## src/rtl/restoring_divider.sv

```systemverilog
// Iterative restoring (shift-and-subtract) unsigned divider, one quotient bit per clock,
// with a start/busy/done handshake and a divide-by-zero flag.
module restoring_divider #(
  parameter int unsigned N = 32
) (
  input  logic         clock,
  input  logic         reset_n,
  input  logic         start,
  input  logic [N-1:0] dividend,
  input  logic [N-1:0] divisor,
  output logic [N-1:0] quotient,
  output logic [N-1:0] remainder,
  output logic         busy,
  output logic         done,
  output logic         div_by_zero
);

  localparam int unsigned CW = $clog2(N + 1);

  typedef enum logic [1:0] {S_IDLE, S_RUN, S_DONE} state_e;

  state_e        state_q, state_d;
  logic [CW-1:0] count_q, count_d;
  logic [N-1:0]  d_q, d_d;
  logic [N-1:0]  v_q, v_d;
  logic [N:0]    r_q, r_d;
  logic [N-1:0]  quo_q, quo_d;
  logic [N-1:0]  rem_q, rem_d;
  logic          busy_q, busy_d;
  logic          done_q, done_d;
  logic          dbz_q, dbz_d;

  // Trial subtraction for the current iteration; all compares are N+1 bits wide.
  logic [N:0] trial_c;
  logic [N:0] diff_c;
  logic       ge_c;
  logic [N:0] r_next_c;

  assign trial_c  = {r_q[N-1:0], d_q[N-1]};
  assign diff_c   = trial_c - {1'b0, v_q};
  assign ge_c     = (trial_c >= {1'b0, v_q});
  assign r_next_c = ge_c ? diff_c : trial_c;

  always_ff @(posedge clock or negedge reset_n) begin
    if (!reset_n) begin
      state_q <= S_IDLE;
      count_q <= '0;
      d_q     <= '0;
      v_q     <= '0;
      r_q     <= '0;
      quo_q   <= '0;
      rem_q   <= '0;
      busy_q  <= 1'b0;
      done_q  <= 1'b0;
      dbz_q   <= 1'b0;
    end else begin
      state_q <= state_d;
      count_q <= count_d;
      d_q     <= d_d;
      v_q     <= v_d;
      r_q     <= r_d;
      quo_q   <= quo_d;
      rem_q   <= rem_d;
      busy_q  <= busy_d;
      done_q  <= done_d;
      dbz_q   <= dbz_d;
    end
  end

  always_comb begin
    state_d = state_q;
    count_d = count_q;
    d_d     = d_q;
    v_d     = v_q;
    r_d     = r_q;
    quo_d   = quo_q;
    rem_d   = rem_q;
    busy_d  = busy_q;
    done_d  = 1'b0;
    dbz_d   = dbz_q;

    case (state_q)
      S_IDLE: begin
        if (start) begin
          if (divisor != '0) begin
            d_d     = dividend;
            v_d     = divisor;
            r_d     = '0;
            quo_d   = '0;
            count_d = '0;
            dbz_d   = 1'b0;
            busy_d  = 1'b1;
            state_d = S_RUN;
          end else begin
            // Zero divisor skips iteration entirely.
            quo_d   = '1;
            rem_d   = dividend;
            dbz_d   = 1'b1;
            done_d  = 1'b1;
            state_d = S_DONE;
          end
        end
      end
      S_RUN: begin
        r_d     = r_next_c;
        quo_d   = {quo_q[N-2:0], ge_c};
        d_d     = {d_q[N-2:0], 1'b0};
        count_d = count_q + CW'(1);
        if (count_q == CW'(N - 1)) begin
          rem_d   = r_next_c[N-1:0];
          busy_d  = 1'b0;
          done_d  = 1'b1;
          state_d = S_DONE;
        end
      end
      S_DONE: begin
        state_d = S_IDLE;
      end
      default: begin
        state_d = S_IDLE;
      end
    endcase
  end

  assign quotient    = quo_q;
  assign remainder   = rem_q;
  assign busy        = busy_q;
  assign done        = done_q;
  assign div_by_zero = dbz_q;

endmodule

```

## config.mk

```make
export PLATFORM = sky130hd
export DESIGN_NAME = restoring_divider
export DESIGN_NICKNAME = d
export VERILOG_FILES = /design/src/rtl/restoring_divider.sv
export SDC_FILE = /design/constraint.sdc
export NUM_CORES = 1
export LEC_CHECK = 0
export ABC_CLOCK_PERIOD_IN_PS = 3440
export BUFFER_PORTS_ARGS = -buffer_cell sky130_fd_sc_hd__buf_2
export CORE_MARGIN = 2
export CORE_UTILIZATION = 40
export DETAILED_ROUTE_END_ITERATION = 12
export GPL_TIMING_DRIVEN = 0
export HOLD_SLACK_MARGIN = 0.15
export PLACE_DENSITY = 0.69
export SYNTH_ARGS = -nofsm -noshare
export SYNTH_HDL_FRONTEND = slang
export SYNTH_SLANG_ARGS = --single-unit
```

## constraint.sdc

```tcl
create_clock -name clock -period 3.44 [get_ports clock]
set_clock_uncertainty 0.2 [all_clocks]
set_input_delay 0.688 -clock clock [delete_from_list [all_inputs] [get_ports clock]]
set_output_delay 0.688 -clock clock [all_outputs]
set_load 0.05 [all_outputs]
```

==> results by group <==
Logic synthesis
  – Most used flip-flop cell after synthesis: sky130_fd_sc_hd__dfrtp_1
  – Asr flop ratio synth: 100%
  – Sequential fraction of the synthesis area: 47.4%
  – Synth top area share: 47.4%
  – Yosys reg bits: 171
  – Netlist area before placement: 0.00903 sq mm
  – Most area-consuming cells after synthesis: sky130_fd_sc_hd__dfrtp_1 (47%), sky130_fd_sc_hd__nand2_1 (7.1%), sky130_fd_sc_hd__ha_1 (4.6%)
  – EDFF count, synth: 0
  – Post-Synthesis Mean Instance Area: 9.40 sq um
  – Number of distinct library cells after synthesis: 62
  – Ys Warns: 0
  – Cell taking the most area after synthesis: sky130_fd_sc_hd__dfrtp_1
  – Post-synthesis cell count: 961
  – Net Count, Synth: 1062

Setup path
  – Crit end category: flop
  – Worst Path Max Fanout: 10
  – Setup Crit Path Kind: reg2reg
  – Nature of the critical path startpoint: flop
  – Required time worst endpoint: 3.55 ns
  – Data arrival, critical path: 3.39 ns

Cells and area
  – Final Net Count: 1218
  – Layout cell share with drive strength beyond 1: 19.2%
  – Final instance count without filler cells: 1412
  – Layout Area Growth over Synthesis: 20.5%

Drt
  – Met2 routed WL: 11.6 mm
  – Met3 WL post-DR: 1.46 mm
  – Via count: 8005
  – First-pass DRT Iterations: 5
  – Via density: 5.67
  – Iteration-0 DRC count of the detailed router: 633
  – DRT met1 WL: 12.4 mm
  – Post-detailed-route count of antenna-violating nets: 0
  – Total Wirelength: 26.2 mm
  – Top Layer Used: met4
  – Average wire per cell in the routed design: 18.5 um
  – Post-detailed-route DRC marker count: 0

Clocking
  – Clock insertion delay at the later pin of the skew report: 0.45 ns
  – H-tree level count: 4
  – Clock tree sinks: 171
  – Clock Root Buffer: sky130_fd_sc_hd__clkbuf_16
  – Inserted Clock Buffers: 17
  – Max Buffers Root-to-Sink: 2
  – Clock tree from TritonCTS: built
  – Clock transition at the register clock pins on the worst setup and hold paths after CTS: 0.07 ns

Global routing
  – GR Overflow Total: 0
  – GRT Total Usage: 22.1%
  – Largest net degree at the start of global routing: 112
  – Antenna violations before repair: 2
  – Wire length of the first global-routing pass: 41.3 mm
  – Via count of the first global-routing pass: 7580

Placed design
  – Global placer's final weighted congestion: 0.877
  – Placed wire-length estimate: 19.8 mm
  – Cell Count Post-Placement: 1375
  – Pre-CTS WS: -0.207 ns
  – Port Buffers: 133

STA
  – Transition time at the pin with the least slew margin: 0.950 ns
  – Peak Freq: 304 MHz
  – Final worst path period need: 3.29 ns
  – Worst slew slack as a fraction of its limit: 36.1%
  – Final cycle utilization of the critical path: 95.6%
  – Worst hold slack across all endpoints: 0.262 ns
  – Least setup slack across all paths after layout: 0.151 ns
  – Fin. Hold Viols: 0
  – Total count of max-transition violations in the final report: 0
  – Number of setup violations in the final report: 0

Run
  – Max capacitance violation total: 0

Worst hold path
  – Hold/Removal Path Class: in2reg

Die
  – Starting density of the core: 41.1%
  – Core Box Area: 0.0220 sq mm
  – Total die area: 0.0238 sq mm
  – DIE WIDTH: 154 um
  – Core Rows: 54
  – Die H: 154 um
  – Top-level port count: 134

Run status
  – Outcome: completed

Power
  – Leakage power: 4.93 nW
  – Peak supply drop: 0.000756 V
  – Ratio of total power to cell area: 1210 mW/mm^2
==> flip-flops by register name (all words and copies together) (netlist names) <==
signal	cells
d_q	32
busy	1
v_q	32
remainder	32
quotient	32
count_q	6
state_q	2
done	1
r_q	32
div_by_zero	1
==> cells in the mapped netlist, types with 15 or more instances <==
cell type and n:
sky130_fd_sc_hd__xnor2_1 16, sky130_fd_sc_hd__o21ai_0 50, sky130_fd_sc_hd__mux2i_1 27, sky130_fd_sc_hd__a31oi_1 35
sky130_fd_sc_hd__inv_1 41, sky130_fd_sc_hd__a21oi_1 48, sky130_fd_sc_hd__nand2_1 171, sky130_fd_sc_hd__a221o_1 31
sky130_fd_sc_hd__a21o_1 19, sky130_fd_sc_hd__dfrtp_1 171, sky130_fd_sc_hd__ha_1 33, sky130_fd_sc_hd__o21ai_1 34
sky130_fd_sc_hd__clkbuf_1 49, sky130_fd_sc_hd__nor2_1 61, sky130_fd_sc_hd__o221ai_1 15
==> metrics by stage <==
stage | total power, mW | instance area [sq um] | utilization [%] | TNS (ns)
after global routing | 14.0 | 10900 | 49.6 | -0.00360
after detailed placement | 10.4 | 10100 | 45.9 | -13.08
after CTS | 12.5 | 10700 | 48.8 | 0
final | 13.1 | 10900 | 49.6 | 0
after floorplan | 8.64 | 9030 | - | 0
after global placement | 10.3 | 10000 | 45.7 | -220.25
==> logic make-up after synthesis <==
kind of cell	Yosys count	synth area share [%]
adder cells (fa/ha/maj)	34	4.79
multiplexers	30	3.45
AO/OA/AOI/OAI	290	21.7
XOR/XNOR	29	2.81
buffers and inverters	104	5.28
flip-flops	171	47.4
AND/OR/NAND/NOR	303	14.6
==> final timing paths <==
path	slack (ns)	start	cells past startpoint	end
worst min register to register	0.28	busy	1	busy
min in group asynchronous	0.55	reset_n	2	quotient[18]
max in group asynchronous	1.56	reset_n	3	v_q[7]
worst max-delay path	0.15	r_q[15]	11	remainder[25]
worst min-delay path	0.26	divisor[14]	3	v_q[14]
worst max register to register	0.15	r_q[15]	11	remainder[25]
==> worst max-delay path, cell delays in order, from the launching register on <==
cell and delay [ns]:
sky130_fd_sc_hd__dfrtp_1 0.44, sky130_fd_sc_hd__ha_1 0.39, sky130_fd_sc_hd__a21oi_1 0.25, sky130_fd_sc_hd__o21ai_0 0.12
sky130_fd_sc_hd__a21o_1 0.19, sky130_fd_sc_hd__a211o_4 0.36, sky130_fd_sc_hd__a21oi_4 0.23, sky130_fd_sc_hd__a41o_1 0.21
sky130_fd_sc_hd__buf_6 0.13, sky130_fd_sc_hd__buf_8 0.18, sky130_fd_sc_hd__mux2i_1 0.34, sky130_fd_sc_hd__a21oi_1 0.11
==> placed cells by master (no fill, tap or decap), types with 5 or more instances in the layout <==
master                        n
sky130_fd_sc_hd__clkbuf_1    49
sky130_fd_sc_hd__and3_1       5
sky130_fd_sc_hd__nand2_1    171
sky130_fd_sc_hd__nand3_1     10
sky130_fd_sc_hd__o21ai_1     34
sky130_fd_sc_hd__nand4_1     13
sky130_fd_sc_hd__o22ai_1     10
sky130_fd_sc_hd__mux2i_4      7
sky130_fd_sc_hd__inv_1       41
sky130_fd_sc_hd__mux2i_1     15
sky130_fd_sc_hd__a21oi_1     46
sky130_fd_sc_hd__ha_1        31
sky130_fd_sc_hd__o21a_1       5
sky130_fd_sc_hd__clkbuf_16   17
sky130_fd_sc_hd__o221ai_1    15
sky130_fd_sc_hd__a221o_1     31
sky130_fd_sc_hd__nor2_1      61
sky130_fd_sc_hd__nor4_1      12
sky130_fd_sc_hd__xor2_1      13
sky130_fd_sc_hd__o21ai_0     50
sky130_fd_sc_hd__a21oi_2      5
sky130_fd_sc_hd__mux2i_2      5
sky130_fd_sc_hd__o211ai_1     5
sky130_fd_sc_hd__a31oi_1     35
sky130_fd_sc_hd__or3_1        6
sky130_fd_sc_hd__inv_8        7
sky130_fd_sc_hd__nor3_1       5
sky130_fd_sc_hd__a21o_1      19
sky130_fd_sc_hd__buf_2      139
sky130_fd_sc_hd__dfrtp_1    171
sky130_fd_sc_hd__o31ai_1      5
sky130_fd_sc_hd__xnor2_1     16
==> power breakdown <==
part	total (mW)	internal [mW]	switching, mW
sequential	3.22	2.75	0.473
combinational	7.91	3.23	4.68
clock	2.02	1.06	0.961
==> layer usage <==
layer	track usage, %	vias to the layer above
met2	34.2	277
li1	-	3778
met3	4.20	38
met1	32.0	3912
met4	6.13	0
met5	0	-
==> area by class of cell <==
class                   count  area, sq um
plain buffers              63          323
flip-flops and latches    171         4280
clock inverters            15          193
well taps                 280          350
diodes                      2         5.00
clock buffers              17          425
inverters                  41          154
fillers                  2043        11100
multi-input cells         686         4430
repair buffers            137          728
==> timing repair <==
| action | in CTS | in global routing |
|---|---|---|
| pin swaps | 0 | 3 |
| hold buffers | 1 | 0 |
| hold endpoints to repair | 60 | 0 |
| resized for setup | 2 | 25 |
| endpoints found under the setup margin | 3 | 49 |
| setup buffers | 0 | 2 |
(Power assumes the default switching activity.)
